$ cat src/rtl/hazard_ctrl.sv
// hazard_ctrl: RAW hazard detection between ID and EXE/MEM, ID-stage
// forwarding selects, multi-cycle flush sequencing after a taken branch and
// a saturating stall-cycle counter.
// Optional feature macro: HAZARD_FORWARD_EN (forwarding path present; only
// load-use hazards stall). Undefined: every RAW hazard stalls, selects = 00.
module hazard_ctrl #(
   parameter int REG_ADDR_W   = 5,
   parameter int FLUSH_CYCLES = 3,
   parameter int CNT_W        = 16
) (
   input  logic                  i_clk,
   input  logic                  i_rst_n,
   input  logic [REG_ADDR_W-1:0] i_src1_id,
   input  logic [REG_ADDR_W-1:0] i_src2_id,
   input  logic                  i_is_imm,
   input  logic                  i_st_or_bne,
   input  logic [REG_ADDR_W-1:0] i_dest_exe,
   input  logic                  i_wb_en_exe,
   input  logic                  i_mem_r_en_exe,
   input  logic [REG_ADDR_W-1:0] i_dest_mem,
   input  logic                  i_wb_en_mem,
   input  logic                  i_branch_taken,
   output logic                  o_stall,
   output logic                  o_flush,
   output logic [1:0]            o_fwd_sel1,
   output logic [1:0]            o_fwd_sel2,
   output logic [CNT_W-1:0]      o_stall_cnt
);

   localparam logic [3:0]       LP_CNT_LOAD = 4'(FLUSH_CYCLES - 1);
   localparam logic [CNT_W-1:0] LP_CNT_ONE  = {{(CNT_W-1){1'b0}}, 1'b1};

   typedef enum logic {
      S_IDLE  = 1'b0,
      S_FLUSH = 1'b1
   } state_t;

   state_t           r_state, w_nxt_state;
   logic [3:0]       r_cnt, w_nxt_cnt;
   logic [CNT_W-1:0] r_stall_cnt;

   logic w_src2_valid;
   logic w_m1_exe, w_m2_exe, w_m1_mem, w_m2_mem;
   logic w_stall_raw;
   logic [1:0] w_sel1_raw, w_sel2_raw;
   logic w_in_flush;

   // Register 0 is hardwired zero, so it can never carry a real dependency.
   assign w_src2_valid = ~i_is_imm | i_st_or_bne;
   assign w_m1_exe = (i_src1_id != '0) && (i_src1_id == i_dest_exe);
   assign w_m2_exe = w_src2_valid && (i_src2_id != '0) && (i_src2_id == i_dest_exe);
   assign w_m1_mem = (i_src1_id != '0) && (i_src1_id == i_dest_mem);
   assign w_m2_mem = w_src2_valid && (i_src2_id != '0) && (i_src2_id == i_dest_mem);

`ifdef HAZARD_FORWARD_EN
   // Only a load in EXE cannot be bypassed; ALU results forward, EXE over MEM.
   assign w_stall_raw = i_mem_r_en_exe & i_wb_en_exe & (w_m1_exe | w_m2_exe);
   assign w_sel1_raw  = (i_wb_en_exe & ~i_mem_r_en_exe & w_m1_exe) ? 2'b01 :
                        (i_wb_en_mem & w_m1_mem)                    ? 2'b10 : 2'b00;
   assign w_sel2_raw  = (i_wb_en_exe & ~i_mem_r_en_exe & w_m2_exe) ? 2'b01 :
                        (i_wb_en_mem & w_m2_mem)                    ? 2'b10 : 2'b00;
`else
   // No bypass network: any pending write to a read source must stall.
   logic w_unused_mem_r_en;
   assign w_unused_mem_r_en = i_mem_r_en_exe;
   assign w_stall_raw = (i_wb_en_exe & (w_m1_exe | w_m2_exe)) |
                        (i_wb_en_mem & (w_m1_mem | w_m2_mem));
   assign w_sel1_raw  = 2'b00;
   assign w_sel2_raw  = 2'b00;
`endif

   // The ID instruction is being squashed while flushing: no stall, no forward.
   assign w_in_flush = (r_state == S_FLUSH);
   assign o_flush    = w_in_flush;
   assign o_stall    = w_stall_raw & ~w_in_flush;
   assign o_fwd_sel1 = w_in_flush ? 2'b00 : w_sel1_raw;
   assign o_fwd_sel2 = w_in_flush ? 2'b00 : w_sel2_raw;
   assign o_stall_cnt = r_stall_cnt;

   // Flush FSM state and remaining-cycle counter.
   always_ff @(posedge i_clk or negedge i_rst_n) begin
      if (!i_rst_n) begin
         r_state <= S_IDLE;
         r_cnt   <= 4'd0;
      end else begin
         r_state <= w_nxt_state;
         r_cnt   <= w_nxt_cnt;
      end
   end

   // Next-state: a taken branch starts a flush; branches seen in FLUSH are ignored.
   always_comb begin
      w_nxt_state = r_state;
      w_nxt_cnt   = r_cnt;
      case (r_state)
         S_IDLE: begin
            if (i_branch_taken) begin
               w_nxt_state = S_FLUSH;
               w_nxt_cnt   = LP_CNT_LOAD;
            end
         end
         S_FLUSH: begin
            if (r_cnt == 4'd0) w_nxt_state = S_IDLE;
            else               w_nxt_cnt   = r_cnt - 4'd1;
         end
         default: begin
            w_nxt_state = S_IDLE;
            w_nxt_cnt   = 4'd0;
         end
      endcase
   end

   // Saturating count of stalled cycles for performance debug.
   always_ff @(posedge i_clk or negedge i_rst_n) begin
      if (!i_rst_n)                             r_stall_cnt <= '0;
      else if (o_stall && (r_stall_cnt != '1))  r_stall_cnt <= r_stall_cnt + LP_CNT_ONE;
   end

endmodule

$ cat config.mk
export PLATFORM = sky130hd
export DESIGN_NAME = hazard_ctrl
export DESIGN_NICKNAME = d
export VERILOG_FILES = /design/src/rtl/hazard_ctrl.sv
export SDC_FILE = /design/constraint.sdc
export NUM_CORES = 1
export LEC_CHECK = 0
export CAP_MARGIN = 20
export CORE_MARGIN = 3
export CORE_UTILIZATION = 35
export CTS_CLUSTER_DIAMETER = 120
export DETAILED_ROUTE_END_ITERATION = 6
export GPL_TIMING_DRIVEN = 0
export PLACE_DENSITY_LB_ADDON = 0.12
export SYNTH_ARGS = -nofsm -noshare
export SYNTH_HDL_FRONTEND = slang
export SYNTH_SLANG_ARGS = --single-unit
$ cat constraint.sdc
create_clock -name i_clk -period 1.6 [get_ports i_clk]
set_clock_uncertainty 0.05 [all_clocks]
set_input_delay 0.16 -clock i_clk [delete_from_list [all_inputs] [get_ports i_clk]]
set_output_delay 0.16 -clock i_clk [all_outputs]
set_load 0.005 [all_outputs]
Word level (Yosys, flattened, before mapping)
Cells that the tools add are included.

word-level totals
  bits in registers = 21
  output and inout bits = 22
  logic and storage cells = 37

operators by class
  add/subtract/negate cells = 2
  equality and inequality tests = 7
  multiplexer cells = 6
  bitwise operators = 9
  reduce and logical (&&, ||, !) cells = 10

operators with widths
  cell                   number
  $eq 5x5->1             4
  $add 16x1->16 const B  1
  $ne 16x16->1 const B   1
  $reduce_bool 5->1      2
  $mux 4                 2
  $pmux 4 s2             1
  $logic_and 1x1->1      6
  $logic_not 4->1        1
  $ne 2x2->1 const B     2
  $or 1x1->1             4
  $sub 4x1->4 const B    1
  $and 1x1->1            3
  $mux 1                 2
  $not 1->1              2
  $pmux 1 s2             1
  $reduce_and 2->1       1

Logic depth before layout (Yosys ltp)
  depth in word-level cells = 9
  depth in mapped cells = 8
  depth with buffers taken out = 7

Least setup slack after synthesis
No wires, ideal clock.

  path kind = in2reg
  start = in i_src2_id[1]
  end = reg r_stall_cnt[14], in the netlist o_stall_cnt[14]
  setup time = 127 ps
  data arrival time = 1580 ps
  data required time = 1423 ps
  setup slack = -158 ps
  stages = 7
  path buffers = 0
  cell sequence = or4_1 -> o22ai_2 -> nor3_1 -> o21ai_2 -> nand2_1 -> nand4_1 -> mux2_1

on the way
  cells in the longest elaborated chain, start to end = 8

ends and longest elaborated chain
  what                                         line    text
  start: declaration                           14      input logic [REG_ADDR_W-1:0] i_src2_id,
  $reduce_bool 5->1                            51, 53
  $logic_and 1x1->1                            51, 53
  $logic_and 1x1->1, on equally long branches  51, 53
  $or 1x1->1, on equally long branches         66, 67
  $and 1x1->1, on equally long branches        66, 67
  $or 1x1->1 *                                 66      assign w_stall_raw = (i_wb_en_exe & (w_m1_exe | w_m2_exe)) |
  $and 1x1->1 *                                75      assign o_stall = w_stall_raw & ~w_in_flush;
  net o_stall                                  23      output logic o_stall,
  $logic_and 1x1->1 *                          116     else if (o_stall && (r_stall_cnt != '1)) r_stall_cnt <= r_stall_cnt + LP_CNT_ONE;
  end signal: assignment                       116
  end: declaration                             40      logic [CNT_W-1:0] r_stall_cnt;

Mark *: on every way through the listed nets, which the timed path passes. The rest lies on a longest branch.
A chain may end at the register's enable or synchronous reset.

Worst setup path after layout
  start = reg r_stall_cnt[5], in the netlist o_stall_cnt[5]
  end = reg r_stall_cnt[9], in the netlist o_stall_cnt[9]

on the way
  cells in the longest elaborated chain, start to end = 2

ends and longest elaborated chain
  what
  parallel branches: the longest is 2 deep, another holds $add 16x1->16

Parallel ways; which one is timed is not known.

==> metrics.cfg <==
[outcome]
outcome = complete, but fails checks
failed_checks = negative setup slack

[sta]
setup_slack_ps = -197
rsz0062_at_grt = yes
fin_crit_ps = 1800
finalSetupTns_ps = -1600
fmax_ghz = 0.557
post-route-period-util = 1.12
hold_viol = 0
setup_viol = 16
slew_violations = 0

[finish]
antenna_cells = 0
area_growth_pct = 64.8
fillers = 302
post-route-util = 0.627
fin_nets = 237
multiInputGateArea_um2 = 946
regArea_um2 = 529
layout-drive-gt1-share = 0.379

[synth]
synth_flop_cell = dfrtp_1
synth_common_cells = xnor2_1 (29), dfrtp_1 (21), nand2_1 (13)
synth_xor_area_frac = 0.222
syn_avg_cell_area_um2 = 9.78
async_reset_ff_frac = 1.00
synthAdderAreaFrac = 0.0187
yosys.area_share.simple = 0.239
yosys-mux-area-fraction = 0.0252
ys.warnings.count = 0
synth_compound_area_frac = 0.0579
synth_top_family_by_area = simple AND/OR/NAND/NOR gates
yosysTopAreaCellShare = 0.392
synth-seq-cells = 21
synth_top_cell_by_area = dfrtp_1
synthCells = 137
synth_edf_count = 0
yosysSeqAreaShare = 0.392
synth.distinct_cells = 35
synth_top_cells_by_area = dfrtp_1 (39%), xnor2_1 (19%), nand2_1 (3.6%)
synth.most_common_cell = xnor2_1
netlist_area_um2 = 1340

[clock_network]
htreeDepth = 1
cts_buffer_depth = 2
numCtsBuffers = 3
cts_tree = done
cts_sinks = 21
clock_latency_ps = 260
cts.clk_slew.worst_paths_ps = 80
cts_root_buffer = clkbuf_8

[run]
maxCapViolations = 0

[power]
leakage_uw = 0.000977
p_per_area_nw_per_um2 = 782
peakVddDrop_v = 0.000624

[drt]
wire_per_inst_um = 14.8
routed_wl_um = 3730
drt-initial-drc-count = 72
via_count = 1230
firstDrtPassIters = 5
ant_nets = 0
drcViolationCount = 0
routed_via_density = 4.88

[worst_setup_path]
arrival_ps = 1920
crit_path_start_kind = flop
cp_max_fo = 4
crit_type = reg2reg
end_kind = flop
cp.required_ps = 1730

[global_route]
grt_overflow = 0
antenna_found_initial = 0
grt_max_degree = 22
grt_pass1_wl_um = 6000
grt_pass1_vias = 1244
track_usage = 0.171

[min_path]
worst_hold_path_type = in2async

[floorplan]
die_height_um = 67.9
dieWidth_um = 67.9
core.rowCount = 21
initial_utilization = 0.381
dieArea_um2 = 4610
top_level_ports = 50
core_um2 = 3520

[placed_design]
dp_hpwl_um = 2520
io_buffer_count = 44
place_congestion = 0.807
dp_slack_ps = -761

layout by cell type (no fill, tap or decap), drive strengths merged, types with 5 or more instances in the layout:
cell type	netlist	final
buf	5	35
xnor2	29	29
clkdlybuf4s50	0	21
dfrtp	21	21
nand2	13	13
nand3	9	9
nand4	8	8
dlygate4sd2	0	6
clkbuf	1	6
xor2	5	5
and3	5	5
per-stage QoR:
| stage | hold WS, ps | instances | area [um2] | power, uW |
|---|---|---|---|---|
| 6_report | 56.3 | 252 | 2210 | 1730 |
| 5_1_grt | 48.3 | 252 | 2210 | 1850 |
| 4_1_cts | 418 | 244 | 2060 | 1660 |
| 3_5_place_dp | 432 | 230 | 1870 | 1240 |
| 3_3_place_gp | 430 | 230 | 1870 | 1200 |
| 2_1_floorplan | -186 | 140 | 1370 | 997 |
cells by family (layout without fill, tap and decap cells):
| kind of cell | count (synthesis) | in the layout |
|---|---|---|
| and+or+nand+nor | 57 | 57 |
| xor gates and xnor gates | 34 | 34 |
| DFF | 21 | 21 |
| AOI/OAI and AO/OA | 10 | 10 |
| buffers and inverters | 9 | 75 |
| muxes | 3 | 3 |
| adders and majority gates | 2 | 2 |
| other | 1 | 4 |
critical path, stage by stage, from the launching register on:
cell and delay [ps]:
dfrtp_1 430, and3_4 220, nand4_1 200, nor3_4 290, a21oi_4 70, buf_6 130, buf_6 100, nand4_1 90
xnor2_1 140
power breakdown:
group	internal [uW]	total [uW]	switching, uW
clock network	177	351	174
registers	610	698	88.4
logic	388	678	289
registers in the layout (all words and copies together) (netlist names):
signal	flops
o_stall_cnt	16
o_flush	1
r_cnt	4
repair_timing:
action / 4_1_cts / 5_1_grt
pin swaps: 30 / 17
buffers inserted: 9 / 8
gates resized for setup: 101 / 16
hold buffers: 0 / 0
gates cloned: 1 / 0
endpoints found under the setup margin: 19 / 18
area by class of cell:
type                       count  share of cell area
multi-input combinational    110               0.428
timing repair buffer          62               0.256
sequential                    21               0.240
tap                           46              0.0261
buffer                         6              0.0249
clock buffer                   4              0.0204
inverter                       3             0.00510
worst paths after layout:
kind                                  from         endpoint  slack (ps)  cells after the start
max reg2reg                 o_stall_cnt[5]   o_stall_cnt[9]        -200                      8
max in group asynchronous          i_rst_n   o_stall_cnt[1]        1070                      2
min in group i_clk          i_branch_taken         r_cnt[0]         460                      2
max                         o_stall_cnt[5]   o_stall_cnt[9]        -200                      8
min                                i_rst_n  o_stall_cnt[13]          60                      1
min reg2reg                o_stall_cnt[11]  o_stall_cnt[11]         460                      1
per-layer routing:
metal | GRT usage | share of wire | up-vias
li1 | - | - | 606
met1 | 0.221 | 0.42 | 592
met2 | 0.289 | 0.54 | 28
met3 | 0.0361 | 0.031 | 4
met4 | 0.0496 | 0.0094 | 0
met5 | 0 | 0 | -
Note: power is estimated with default switching activity, not from simulation.
